===== src/rtl/latch_pkg.sv =====
// Shared definitions for the latch-side blocks: FSM state encodings and default geometry.
package latch_pkg;

   localparam int unsigned DEF_WIDTH   = 8;
   localparam int unsigned DEF_CLK_DIV = 4;

   typedef enum logic [1:0] {
      IDLE  = 2'd0,
      SHIFT = 2'd1,
      LATCH = 2'd2
   } state_t;

endpackage


===== src/rtl/latch_shift_out_clk_div_tick.sv =====
// Divider that pulses tick in the terminal-count cycle; held cleared while en is low.
module clk_div_tick #(
   parameter int unsigned CLK_DIV = 4
) (
   input  logic clk,
   input  logic rst_n,
   input  logic en,
   output logic tick
);

   localparam int unsigned CW = $clog2(CLK_DIV) + 1;
   localparam logic [CW-1:0] TERM = CW'(CLK_DIV - 1);

   logic [CW-1:0] div_cnt;

   assign tick = en && (div_cnt == TERM);

   always_ff @(posedge clk or negedge rst_n) begin
      if (!rst_n)             div_cnt <= '0;
      else if (!en || tick)   div_cnt <= '0;
      else                    div_cnt <= div_cnt + CW'(1);
   end

endmodule


===== src/rtl/latch_shift_out.sv =====
// Serialises a latched parallel word onto a 74HC595-style chain (sclk/sdat/rclk).
// Define LSB_FIRST_EN to send din[0] first; default sends din[WIDTH-1] first.
module latch_shift_out
   import latch_pkg::*;
#(
   parameter int unsigned WIDTH   = DEF_WIDTH,
   parameter int unsigned CLK_DIV = DEF_CLK_DIV
) (
   input  logic             clk,
   input  logic             rst_n,
   input  logic             load,
   input  logic [WIDTH-1:0] din,
   output logic             ready,
   output logic             busy,
   output logic             done,
   output logic             sclk,
   output logic             sdat,
   output logic             rclk
);

   localparam int unsigned BW = $clog2(WIDTH) + 1;
   localparam logic [BW-1:0] LAST_BIT = BW'(WIDTH - 1);

   state_t           state, state_n;
   logic [WIDTH-1:0] shreg, shreg_n;
   logic [BW-1:0]    bit_cnt, bit_cnt_n;
   logic             ready_n, busy_n, done_n, sclk_n, sdat_n, rclk_n;
   logic             tick;

   clk_div_tick #(.CLK_DIV(CLK_DIV)) u_div (
      .clk   (clk),
      .rst_n (rst_n),
      .en    (state != IDLE),
      .tick  (tick)
   );

   always_ff @(posedge clk or negedge rst_n) begin
      if (!rst_n) begin
         state   <= IDLE;
         shreg   <= '0;
         bit_cnt <= '0;
         ready   <= 1'b1;
         busy    <= 1'b0;
         done    <= 1'b0;
         sclk    <= 1'b0;
         sdat    <= 1'b0;
         rclk    <= 1'b0;
      end else begin
         state   <= state_n;
         shreg   <= shreg_n;
         bit_cnt <= bit_cnt_n;
         ready   <= ready_n;
         busy    <= busy_n;
         done    <= done_n;
         sclk    <= sclk_n;
         sdat    <= sdat_n;
         rclk    <= rclk_n;
      end
   end

   // Next-state and next-output logic; every register holds unless a branch below updates it.
   always_comb begin
      state_n   = state;
      shreg_n   = shreg;
      bit_cnt_n = bit_cnt;
      ready_n   = ready;
      busy_n    = busy;
      done_n    = 1'b0;
      sclk_n    = sclk;
      sdat_n    = sdat;
      rclk_n    = rclk;
      unique case (state)
         IDLE: begin
            if (load) begin
               shreg_n   = din;
               bit_cnt_n = '0;
               sclk_n    = 1'b0;
`ifdef LSB_FIRST_EN
               sdat_n    = din[0];
`else
               sdat_n    = din[WIDTH-1];
`endif
               busy_n    = 1'b1;
               ready_n   = 1'b0;
               state_n   = SHIFT;
            end
         end
         SHIFT: begin
            if (tick) begin
               if (!sclk) begin
                  sclk_n = 1'b1;
               end else if (bit_cnt == LAST_BIT) begin
                  // Falling edge after the last bit: park the line and strobe the storage latch.
                  sclk_n  = 1'b0;
                  sdat_n  = 1'b0;
                  rclk_n  = 1'b1;
                  state_n = LATCH;
               end else begin
                  sclk_n    = 1'b0;
                  bit_cnt_n = bit_cnt + BW'(1);
`ifdef LSB_FIRST_EN
                  shreg_n   = shreg >> 1;
                  sdat_n    = shreg[1];
`else
                  shreg_n   = shreg << 1;
                  sdat_n    = shreg[WIDTH-2];
`endif
               end
            end
         end
         LATCH: begin
            if (tick) begin
               rclk_n  = 1'b0;
               busy_n  = 1'b0;
               ready_n = 1'b1;
               done_n  = 1'b1;
               state_n = IDLE;
            end
         end
         default: begin
            state_n = IDLE;
            busy_n  = 1'b0;
            ready_n = 1'b1;
            sclk_n  = 1'b0;
            sdat_n  = 1'b0;
            rclk_n  = 1'b0;
         end
      endcase
   end

endmodule


===== config.mk =====
export PLATFORM = sky130hd
export DESIGN_NAME = latch_shift_out
export DESIGN_NICKNAME = d
export VERILOG_FILES = /design/src/rtl/latch_pkg.sv /design/src/rtl/latch_shift_out_clk_div_tick.sv /design/src/rtl/latch_shift_out.sv
export SDC_FILE = /design/constraint.sdc
export NUM_CORES = 1
export LEC_CHECK = 0
export ABC_CLOCK_PERIOD_IN_PS = 2350
export BUFFER_PORTS_ARGS = -buffer_cell sky130_fd_sc_hd__buf_2
export CORE_ASPECT_RATIO = 0.75
export CORE_MARGIN = 4
export CORE_UTILIZATION = 54
export DETAILED_ROUTE_END_ITERATION = 10
export GPL_ROUTABILITY_DRIVEN = 0
export PLACE_DENSITY = 0.79
export SYNTH_ARGS = -nofsm -noshare
export SYNTH_HDL_FRONTEND = slang
export SYNTH_SLANG_ARGS = --single-unit

===== constraint.sdc =====
create_clock -name clk -period 2.35 [get_ports clk]
set_clock_uncertainty 0.2 [all_clocks]
set_input_delay 0.47 -clock clk [delete_from_list [all_inputs] [get_ports clk]]
set_output_delay 0.47 -clock clk [all_outputs]
set_load 0.005 [all_outputs]

# ---- Word-level counts from Yosys, hierarchy flattened
# Index checks and enable logic that the tools add are counted.
dict set report totals {
  reg_bits 22
  input_bits 11
  output_inout_bits 6
  word_cells 74
}
dict set report classes {
  add_sub_neg 2
  eq_ne 10
  n_mux 37
  n_bitwise 3
  reduce_logical 12
}
# op n
set ops {}
lappend ops {{$mux W7} 4}
lappend ops {{$mux W4} 4}
lappend ops {{$mux W1} 15}
lappend ops {{$pmux W1 S3} 5}
lappend ops {{$reduce_and A5 Y1} 3}
lappend ops {{$pmux W7 S2} 1}
lappend ops {{$mux W2} 5}
lappend ops {{$ne A2 B2 Y1 const B} 4}
lappend ops {{$pmux W4 S2} 1}
lappend ops {{$pmux W2 S3} 1}
lappend ops {{$reduce_and A3 Y1} 2}
lappend ops {{$add A4 B1 Y4 const B} 1}
lappend ops {{$eq A4 B3 Y1 const B} 1}
lappend ops {{$ne A2 B1 Y1 const B} 2}
lappend ops {{$reduce_and A4 Y1} 1}
lappend ops {{$reduce_bool A2 Y1} 2}
lappend ops {{$add A3 B1 Y3 const B} 1}
lappend ops {{$eq A3 B2 Y1 const B} 1}
lappend ops {{$mux W3} 1}
lappend ops {{$not A1 Y1} 3}
lappend ops {{$eq A2 B1 Y1 const B} 1}
lappend ops {{$eq A2 B2 Y1 const B} 1}
lappend ops {{$logic_not A2 Y1} 1}
lappend ops {{$logic_and A1 B1 Y1} 1}
lappend ops {{2 further kinds} 2}

# ---- Logic depth before layout (Yosys ltp)
# Gate-level depths: netlist (run 1).
dict set report logic_depth {
  ltp_word 5
  ltp_mapped 6
  mapped_depth_nobuf 5
}

# ---- Hierarchy
# Synthesis (run 1) repeated with hierarchy kept, for this count alone.
dict set report hier_totals {
  hier_cells 95
  area_unflattened_um2 1118.6
}
# mod n_inst cells_each area_each_um2 seq_area_each_um2
set by_module_without_submodules {}
lappend by_module_without_submodules {latch_shift_out 1 85 983.4 476.7}
lappend by_module_without_submodules {clk_div_tick 1 10 135.1 75.1}

# ---- Worst setup path before layout (run 1)
# Ideal clock, no wire load.
dict set report synth_path {
  path_kind {reg2reg}
  startpoint {register bit_cnt[0]}
  endpoint {register shreg[1]}
  setup_time_ns 0.125
  arrival_ns 1.752
  required_time_ns 2.025
  path_slack_ns 0.274
  path_stages_with_launch 6
  period_less_slack_ns 2.076
  cell_sequence {dfrtp_1 ha_1 and3b_1 buf_6 a221oi_4 mux2_2}
}
dict set report synth_via {
  elab_chain_len 3
}
# element line
set synth_rtl {}
lappend synth_rtl {{from (decl)} latch_shift_out.sv:26} ;# logic [BW-1:0] bit_cnt, bit_cnt_n;
lappend synth_rtl {{from (signal assigned)} latch_shift_out.sv:51} ;# bit_cnt <= bit_cnt_n;
lappend synth_rtl {{$eq A4 B3 Y1} latch_shift_out.sv:92} ;# end else if (bit_cnt == LAST_BIT) begin
lappend synth_rtl {{$ne A2 B2 Y1 (no source line)} n/a}
lappend synth_rtl {{$reduce_and A5 Y1 (no source line)} n/a}
lappend synth_rtl {{to (signal assigned)} latch_shift_out.sv:50} ;# shreg <= shreg_n;
lappend synth_rtl {{to (decl)} latch_shift_out.sv:25} ;# logic [WIDTH-1:0] shreg, shreg_n;
# No other way between the ends.
# A chain may end at the register's enable or synchronous reset.

# ---- Final worst setup path (run 1)
dict set report layout_path {
  startpoint {register bit_cnt[0]}
  endpoint {register shreg[3]}
}
# The elaborated chain is that of the path after synthesis.

==> results.md, run 1 <==
* Congestion Overflow GR at 0
* Wire length per cell at 14.2 um
* Synth top area share at 0.474
* Fillers at between 100 and 150
* IO buf count at 16
* Synth area leader: dfrtp_1
* Post-synthesis cell count at between 90 and 100
* Final hold slack at 0.188 ns
* Ys Warns at 0
* N_diodes at 0
* Non-filler cells in the finished layout at around 140
* Crit. End Element: register
* Insertion delay of the later-clocked pin in the worst-skew pair at approximately 0.32 ns
* DRT Wirelength at approximately 2 mm
* Number of detailed-route iterations in the first pass at 3
* Clock-pin slew on the worst setup and hold paths at 0.13 ns
* Total track usage at 0.173
* Vias in the first global route at ~780
* Seq/Total Area, Yosys at 0.497
* Net count, final at ~130
* WS Path Type: register to register
* Number of DRC markers in iteration 0 at 9
* Ys async rst share at 1.00
* Root buffer cell: clkbuf_4
* Worst path cell trace: ha_1 > and3b_1 > a221oi_4 > mux2_2
* Post-Syn Area per Cell at between 10 and 15 um^2
* H-tree depth at 1
* FF+latch count, synth at 22
* Vias per std cell at about 5.6
* Final hold violations at 0
* Distinct cells, synth at 38
* Buffers and inverters on the worst path at 0
* Minimum clock period at 2.11 ns
* Outcome: finished clean
* CORE AREA at 1840 um^2
* Pwr dens at between 1000 and 1500 nW/um^2
* Crit path max-delay cell type: a221oi_4
* Initial core utilization at 0.604
* Max Clock Freq at 473 MHz
* Final worst slack at 0.236 ns
* Delay of the slowest critical-path stage at 0.46 ns
* Drc violations at 0
* RSZ-0062 raised after global routing: false
* Final setup fails at 0
* P_leak at approximately 0.00061 uW
* Slew @ Worst Pin at 0.474 ns
* Synth top area cells: dfrtp_1 47%, mux2_2 12%, ha_1 3.4%, inv_1 2.7%, a221oi_4 2.4%
* CTS tree: yes
* Number of buffers created by CTS at 3
* Worst slack, placed at 0.260 ns
* Worst relative slew slack at 0.684
* Startpoint Class: register
* Share of layout cells above drive strength 1 at 0.319
* Final cycle utilization of the critical path at 0.899
* Postcts setup bufs at 0
* PostCTS Resize Cnt at 0
* Max cap viols at 0
* Pin count of the biggest net entering global routing at 23
* Power Total at ~1600 uW
* CTS Buffer Depth at 2
* Fin. max-slew vios at 0
* Die area at roughly 2900 um^2
* Post-synth EDFFs at 0
* Die Span Y at between 40 and 50 um
* Routed via count at around 790
* Top-level I/O count at 17
* HP Class: input port to register
* CTS Sinks at 22
* Dpl hpwl at approximately 1.5 mm
* Syn Std Cell Area at roughly 1100 um^2
* Top Family by Delay on Critical Path: compound AO/OA/AOI/OAI gates
* Initial antenna violation count at 0
* Ys flop type: dfrtp_1
* CP required at 2.35 ns
* First-pass GRT wire length at 3.52 mm
* Die X at between 60 and 70 um
* Layout overhead on the synthesized area at 15.6%
* # rows at 13
* CP Data Arrival Time at approximately 2.1 ns
* Final TNS setup at 0 ns
* Post-Syn Nets at ~110
* Largest fanout on the critical path at 7
* VDD IR-drop max at around 0.90 mV
* Post-route ant nets at 0
* Post-Place Cells at 136
==> worst min-delay path: stages <==
cell	delay (ns)
buf_2	0.09
nand2_1	0.05
mux2i_1	0.07
==> power breakdown <==
part / internal [uW] / leakage (uW) / switching (uW) / total (uW)
clock network: 173 / 0.0000279 / 118 / 291
registers: 542 / 0.000265 / 114 / 656
logic: 348 / 0.000318 / 303 / 651
==> synth_stat cells, types with 2 or more instances <==
| library cell | number |
|---|---|
| ha_1 | 3 |
| mux2i_1 | 2 |
| nor2b_1 | 2 |
| nand2_1 | 6 |
| nand3_1 | 2 |
| nor2_1 | 6 |
| nor3_1 | 2 |
| inv_1 | 8 |
| mux2_2 | 12 |
| nand2b_1 | 3 |
| clkbuf_1 | 3 |
| o21ai_0 | 2 |
| o21bai_1 | 2 |
| a21oi_1 | 2 |
| dfrtp_1 | 21 |
==> metrics by stage <==
| stage | util | instance area (um^2) |
|---|---|---|
| 3_3_place_gp | 0.664 | 1220 |
| 2_1_floorplan | - | 1110 |
| 4_1_cts | 0.698 | 1280 |
| 6_report | 0.698 | 1280 |
| 5_1_grt | 0.698 | 1280 |
| 3_5_place_dp | 0.664 | 1220 |
==> timing repair <==
| item | 4_1_cts | 5_1_grt |
|---|---|---|
| hold buffers | 1 | 0 |
| setup endpoints to repair | 0 | 0 |
| endpoints found under the hold margin | 21 | 0 |
==> cell type report <==
class / count / area (um^2) / area share
flip-flops and latches: 22 / 552 / 0.430
multi-input cells: 64 / 500 / 0.390
repair buffers: 21 / 120 / 0.0937
clock inverters: 1 / 30.0 / 0.0234
inverters: 8 / 30.0 / 0.0234
well taps: 22 / 27.5 / 0.0215
clock buffers: 3 / 22.5 / 0.0176
==> state kept, by name, indices dropped and copies added (netlist names) <==
name,cells
done,1
ready,1
sclk,1
bit_cnt,4
rclk,1
u_div.div_cnt,3
state,2
shreg,7
busy,1
sdat,1
==> cell families (layout without fill, tap and decap cells) <==
kind of cell / Yosys count / count (layout) / share of synthesized area
XOR/XNOR: 1 / 1 / 0.00789
buffers and inverters: 13 / 33 / 0.0519
AND/OR/NAND/NOR: 27 / 27 / 0.125
adder cells (fa/ha/maj): 3 / 3 / 0.0338
multiplexers: 14 / 14 / 0.140
AO/OA/AOI/OAI: 19 / 19 / 0.144
flip-flops: 22 / 22 / 0.497
==> final timing paths <==
path	startpoint	end	slack, ns	depth (start not counted)
max	bit_cnt[0]$_DFFE_PN0P_	shreg[3]$_DFFE_PN0P_	0.24	4
min	din[0]	shreg[0]$_DFFE_PN0P_	0.19	3
max reg2reg	bit_cnt[0]$_DFFE_PN0P_	shreg[3]$_DFFE_PN0P_	0.24	4
min reg2reg	u_div.div_cnt[0]$_DFF_PN0_	u_div.div_cnt[0]$_DFF_PN0_	0.24	1
max in group asynchronous	rst_n	ready$_DFFE_PN1P_	1.19	2
min in group asynchronous	rst_n	sclk$_DFFE_PN0P_	0.41	2
==> layout by cell type (no fill, tap or decap), drive strengths merged, types with 2 or more instances in the layout <==
cell type and count:
nor2b 2, nand2 6, clkbuf 3, nand2b 3
mux2i 2, nor2 6, ha 3, nor3 2
nand3 2, o21ai 2, buf 20, a21oi 2
o21bai 2, dfrtp 21, mux2 12, inv 8
==> per-layer routing <==
| metal | up-vias | wire [um] | GRT usage | share of wire |
|---|---|---|---|---|
| li1 | 395 | - | - | - |
| met1 | 378 | 1010 | 0.229 | 0.51 |
| met2 | 11 | 892 | 0.272 | 0.45 |
| met3 | 4 | 69 | 0.0522 | 0.035 |
| met4 | 0 | 27 | 0.0664 | 0.014 |
| met5 | - | 0 | 0 | 0 |
Note: power is estimated with default switching activity, not from simulation.
==> inputs of run 2 (changes only) <==
Settings changed: CORE_UTILIZATION 54 to 35, CTS_BUF_LIST set to sky130_fd_sc_hd__clkbuf_2 sky130_fd_sc_hd__clkbuf_4 sky130_fd_sc_hd__clkbuf_8, PLACE_DENSITY 0.79 to 0.57, SYNTH_HIERARCHICAL set to 1.
==> results.md, run 2 <==
* Outcome: finished clean
* Root buffer cell: clkbuf_8
* Regs by FF count: shreg: 7 flops, bit_cnt: 4 flops, u_div/div_cnt: 3 flops
* Seq/Total Area, Yosys at 0.493
* H-tree depth at 1
* Ys Warns at 6
* Vias per std cell at around 5
* Final worst slack at 0.0942 ns
* Worst reg2reg path startpoint: u_div/div_cnt[0]$_DFF_PN0_
* Largest fanout on the critical path at 9
* P_leak at between 0.0006 and 0.0007 uW
* WHS Path Cells at 2
* Postcts setup bufs at 0
* Slew @ Worst Pin at 0.498 ns
* Non-filler cells in the finished layout at approximately 150
* CTS Sinks at 22
* Number of DRC markers in iteration 0 at 10
* Initial antenna violation count at 0
* Crit. End Element: register
* Post-Place Cells at between 100 and 150
* Worst r2r path cells at 6
* Pin count of the biggest net entering global routing at 23
* Congestion Overflow GR at 0
* Distinct cells, synth at 39
* Net count, final at 129
* Clock-pin slew on the worst setup and hold paths at about 0.070 ns
* Hold Crit Start: din[0]
* Power Total at between 600 and 700 uW
* Syn Std Cell Area at between 1000 and 1500 um^2
* Area of the multi-input gates at between 500 and 600 um^2
* Ys async rst share at 1.00
* Post-Syn Area per Cell at 11.8 um^2
* Pwr dens at around 510 nW/um^2
* Final Cell Area at approximately 1300 um^2
* Worst relative slew slack at 0.668
* Sequential cell area at roughly 550 um^2
* Post-synthesis cell count at 95
* Final TNS setup at 0 ns
* IO buf count at 16
* Max cap viols at 0
* Fillers at 280
* Die Span Y at 57.0 um
* First-pass GRT wire length at 3.57 mm
* Most frequent cells in the layout: 21 x dfrtp_1, 16 x buf_2, 6 x nand2_1, 6 x mux2_2, 6 x mux2_4
* Die area at approximately 4200 um^2
* Synth area leader: dfrtp_1
* Layout overhead on the synthesized area at 16.6%
* Top reg by flops: shreg
* Minimum clock period at ~2.3 ns
* Wire length per cell at approximately 14 um
* Top-level I/O count at 17
* CORE AREA at 3000 um^2
* Final cycle utilization of the critical path at 0.960
* Initial core utilization at 0.373
* Ys flop type: dfrtp_1
* HP Class: input port to register
* Worst r2r dst: shreg[4]$_DFFE_PN0P_
* Vias in the first global route at 760
* Most common cell after layout, fill and taps aside: dfrtp_1
* Post-route ant nets at 0
* Synth top area share at 0.470
* Insertion delay of the later-clocked pin in the worst-skew pair at ~0.25 ns
* Worst slack, placed at 0.0989 ns
* Max Clock Freq at roughly 440 MHz
* CP required at ~2.3 ns
* Startpoint Class: register
* Routed via count at between 700 and 800
* Most frequent cell after synthesis: dfrtp_1
* Reg2reg setup slack at roughly 0.094 ns
* Post-synth top cells: 21 x dfrtp_1, 6 x mux2_2, 6 x mux2_4, 6 x nand2_1
* VDD IR-drop max at 0.334 mV
* CTS Buffer Depth at 2
* Largest register FFs at 7
* Post-synth EDFFs at 0
* # rows at 17
* Dpl hpwl at ~1.5 mm
* Total track usage at 0.111
* RSZ-0062 raised after global routing: false
* Drc violations at 0
* CTS tree: yes
* Number of buffers created by CTS at 3
* N_diodes at 0
* PostCTS Resize Cnt at 0
* Die X at 73.3 um
* Synth top area cells: dfrtp_1 47%, mux2_4 8.1%, mux2_2 6.0%, ha_1 3.4%, mux2i_1 2.7%
* CP Data Arrival Time at around 2.2 ns
* WS Path Type: register to register
* Fin. max-slew vios at 0
* Final hold violations at 0
* Hold Path End: shreg[0]$_DFFE_PN0P_
* Post-Syn Nets at roughly 110
* Final setup fails at 0
* FF+latch count, synth at 22
* Number of detailed-route iterations in the first pass at 4
* Area post-placement at 1240 um^2
* Share of layout cells above drive strength 1 at 0.351
* DRT Wirelength at 2.06 mm
## run 2: cell types whose count changed after synthesis, sizes merged, moves of 2 or more
cell | previous run | this run
nor2 | 6 | 4
nor3 | 2 | 0
clkbuf | 3 | 1
inv | 8 | 4
o21bai | 2 | 0
nor3b | 0 | 3
buf | 2 | 5
## run 2: how the worst max path moves through the flow
| stage | endpoint | from | depth (start not counted) | slack, ns |
|---|---|---|---|---|
| 3_3_place_gp | shreg[3]$_DFFE_PN0P_ | u_div/div_cnt[0]$_DFF_PN0_ | 6 | 0.17 |
| 2_1_floorplan | shreg[1]$_DFFE_PN0P_ | state[0]$_DFFE_PN0P_ | 9 | 0.001 |
| 5_1_grt | shreg[3]$_DFFE_PN0P_ | u_div/div_cnt[0]$_DFF_PN0_ | 6 | 0.002 |
| 3_5_place_dp | shreg[4]$_DFFE_PN0P_ | u_div/div_cnt[0]$_DFF_PN0_ | 6 | 0.1 |
| 4_1_cts | shreg[4]$_DFFE_PN0P_ | u_div/div_cnt[0]$_DFF_PN0_ | 6 | 0.08 |
| 6_report | shreg[4]$_DFFE_PN0P_ | u_div/div_cnt[0]$_DFF_PN0_ | 6 | 0.09 |
## run 2: kinds of logic after synthesis
| group | count (synthesis) | share of synthesized area |
|---|---|---|
| AND/OR/NAND/NOR | 28 | 0.148 |
| flip-flops | 22 | 0.493 |
| AO/OA/AOI/OAI | 16 | 0.103 |
| multiplexers | 15 | 0.168 |
| buffers and inverters | 10 | 0.0470 |
| adder cells (fa/ha/maj) | 3 | 0.0336 |
| XOR/XNOR | 1 | 0.00783 |
## run 2: what timing repair did
item,in CTS,in global routing
endpoints found under the setup margin,0,0
hold buffers,1,0
hold endpoints to repair,21,0
## run 2: critical path: stages, from the launching register on
cell     delay [ns]
dfrtp_1        0.39
ha_1           0.21
ha_1           0.22
and2_2         0.27
and4b_1        0.21
a21o_1         0.31
mux2_4         0.35
## run 2: through the flow
stage	hold WS (ns)	util
2_1_floorplan	-0.0256	-
3_3_place_gp	0.222	0.413
3_5_place_dp	0.237	0.413
4_1_cts	0.223	0.435
5_1_grt	0.233	0.435
6_report	0.231	0.435
## run 2: area by class of cell
| cell class | count | share of cell area |
|---|---|---|
| Clock buffer | 4 | 0.0422 |
| Inverter | 4 | 0.0115 |
| Multi-Input combinational cell | 63 | 0.394 |
| Sequential cell | 22 | 0.423 |
| Tap cell | 38 | 0.0365 |
| Timing Repair Buffer | 21 | 0.0921 |
## run 2: per-layer routing
layer  vias up  track usage  wire [um]
li1        376            -          -
met1       361        0.155       1020
met2         8        0.164        955
met3         2       0.0387         65
met4         0       0.0316         13
met5         -            0          0
## run 2: power breakdown
part | switching [uW] | internal, uW | total [uW]
Clock | 112 | 149 | 261
Sequential | 1.74 | 381 | 383
Combinational | 13.1 | 12.9 | 26.1
==> inputs of run 3 (changes only) <==
Settings changed: CORE_ASPECT_RATIO 0.75 to unset.
==> results.md, run 3 (synthesis gave the netlist of run 2 again) <==
* Outcome: finished clean
* Reg2reg setup slack at about 0.13 ns
* Postcts setup bufs at 0
* Clock-pin slew on the worst setup and hold paths at ~0.13 ns
* Wire length per cell at ~13 um
* Worst relative slew slack at 0.672
* Final worst slack at 0.127 ns
* CTS Sinks at 22
* Layout overhead on the synthesized area at 15.7%
* Met1 usage at 0.143
* Root buffer cell: clkbuf_4
* Worst r2r path cells at 6
* CTS tree: yes
* Top reg by flops: shreg
* Hold Path End: shreg[0]$_DFFE_PN0P_
* N_diodes at 0
* CP Data Arrival Time at 2.23 ns
* Pin count of the biggest net entering global routing at 23
* Gr busiest metal: met2
* Initial core utilization at 0.366
* Top-level I/O count at 17
* Crit path max-delay cell type: dfrtp_1
* Number of DRC markers in iteration 0 at 14
* DRT Wirelength at 2.09 mm
* Most frequent cells in the layout: 21 x dfrtp_1, 16 x buf_2, 6 x nand2_1, 6 x mux2_2, 6 x mux2_4
* Vias per std cell at between 4 and 5
* First-pass GRT wire length at around 3.8 mm
* Worst reg2reg path startpoint: u_div/div_cnt[0]$_DFF_PN0_
* Worst path cell trace: ha_1 > ha_1 > and2_2 > and4b_1 > a21o_2 > mux2_4
* Vias in the first global route at 830
* Congestion Overflow GR at 0
* Total track usage at 0.117
* Routing usage on met3 at 0.0416
* H-tree depth at 1
* Buffers and inverters on the worst path at 0
* Crit path depth at 6
* Share of layout cells above drive strength 1 at 0.360
* Fin. max-slew vios at 0
* P_leak at roughly 0.00061 uW
* Final hold violations at 0
* Routed via count at between 700 and 800
* Number of buffers created by CTS at 3
* Most common cell after layout, fill and taps aside: dfrtp_1
* IO buf count at 16
* Delay of the slowest critical-path stage at between 0.4 and 0.5 ns
* CORE AREA at just over 3000 um^2
* Met2 Usage GRT at 0.193
* Post-route ant nets at 0
* Slew @ Worst Pin at a little under 0.5 ns
* Insertion delay of the later-clocked pin in the worst-skew pair at about 0.31 ns
* Hold Crit Start: din[0]
* CP required at roughly 2.4 ns
* Worst slack, placed at around 0.11 ns
* Minimum clock period at 2.22 ns
* Largest fanout on the critical path at 9
* Max cap viols at 0
* Net count, final at 129
* CTS Buffer Depth at 2
* WS Path Type: register to register
* Dpl hpwl at approximately 1.5 mm
* Pwr dens at around 480 nW/um^2
* Largest register FFs at 7
* Fillers at ~330
* Final cycle utilization of the critical path at 0.946
* CP most frequent cell: ha_1
* Top Family by Delay on Critical Path: simple AND/OR/NAND/NOR gates
* Crit. End Element: register
* Final TNS setup at 0 ns
* Die area at between 4000 and 5000 um^2
* # rows at 20
* WHS Path Cells at 2
* Startpoint Class: register
* Die Span Y at between 60 and 70 um
* Worst r2r dst: shreg[2]$_DFFE_PN0P_
* Max Clock Freq at ~450 MHz
* RSZ-0062 raised after global routing: false
* Die X at 64.5 um
* HP Class: input port to register
* VDD IR-drop max at 0.301 mV
* Regs by FF count: shreg: 7 flops, bit_cnt: 4 flops, u_div/div_cnt: 3 flops
* Drc violations at 0
* Initial antenna violation count at 0
* Final setup fails at 0
* Number of detailed-route iterations in the first pass at 4
run 3: what timing repair did:
item	CTS	global route
endpoints found under the setup margin	0	6
gates resized for setup	0	1
endpoints found under the hold margin	21	0
hold buffers	1	0
run 3: area by class of cell:
cell class                 count  area [um^2]  area share
sequential                    22          552       0.426
timing repair buffer          21          120      0.0928
clock buffer                   4         36.3      0.0280
inverter                       4         15.0      0.0116
tap                           44         55.1      0.0426
multi-input combinational     63          515       0.398
run 3: power breakdown:
part           switching [uW]  internal [uW]  leakage, uW
Clock                     116           94.7    0.0000210
Sequential               1.63            381     0.000264
Combinational            13.5           12.9     0.000320
run 3: per-layer routing:
layer	vias up	wire length (um)
met5	-	0
met4	0	20
met3	2	115
met2	17	1020
met1	367	932
li1	373	-
run 3: how the worst max path moves through the flow:
stage / startpoint / end / slack, ns
finish: u_div/div_cnt[0]$_DFF_PN0_ / shreg[2]$_DFFE_PN0P_ / 0.13
detailed placement: u_div/div_cnt[0]$_DFF_PN0_ / shreg[4]$_DFFE_PN0P_ / 0.11
CTS: u_div/div_cnt[0]$_DFF_PN0_ / shreg[2]$_DFFE_PN0P_ / 0.08
global route: u_div/div_cnt[0]$_DFF_PN0_ / shreg[4]$_DFFE_PN0P_ / 0.03
global placement: u_div/div_cnt[0]$_DFF_PN0_ / shreg[2]$_DFFE_PN0P_ / 0.16
floorplan: state[0]$_DFFE_PN0P_ / shreg[1]$_DFFE_PN0P_ / 0.001
run 3: metrics by stage:
step / cell area, um^2 / total power [uW] / hold slack (ns) / std cells / util
finish: 1290 / 620 / 0.174 / 158 / 0.424
floorplan: 1130 / 397 / -0.0256 / 95 / -
CTS: 1290 / 633 / 0.164 / 158 / 0.423
global route: 1290 / 652 / 0.169 / 158 / 0.424
detailed placement: 1250 / 416 / 0.245 / 153 / 0.408
global placement: 1250 / 416 / 0.224 / 153 / 0.408
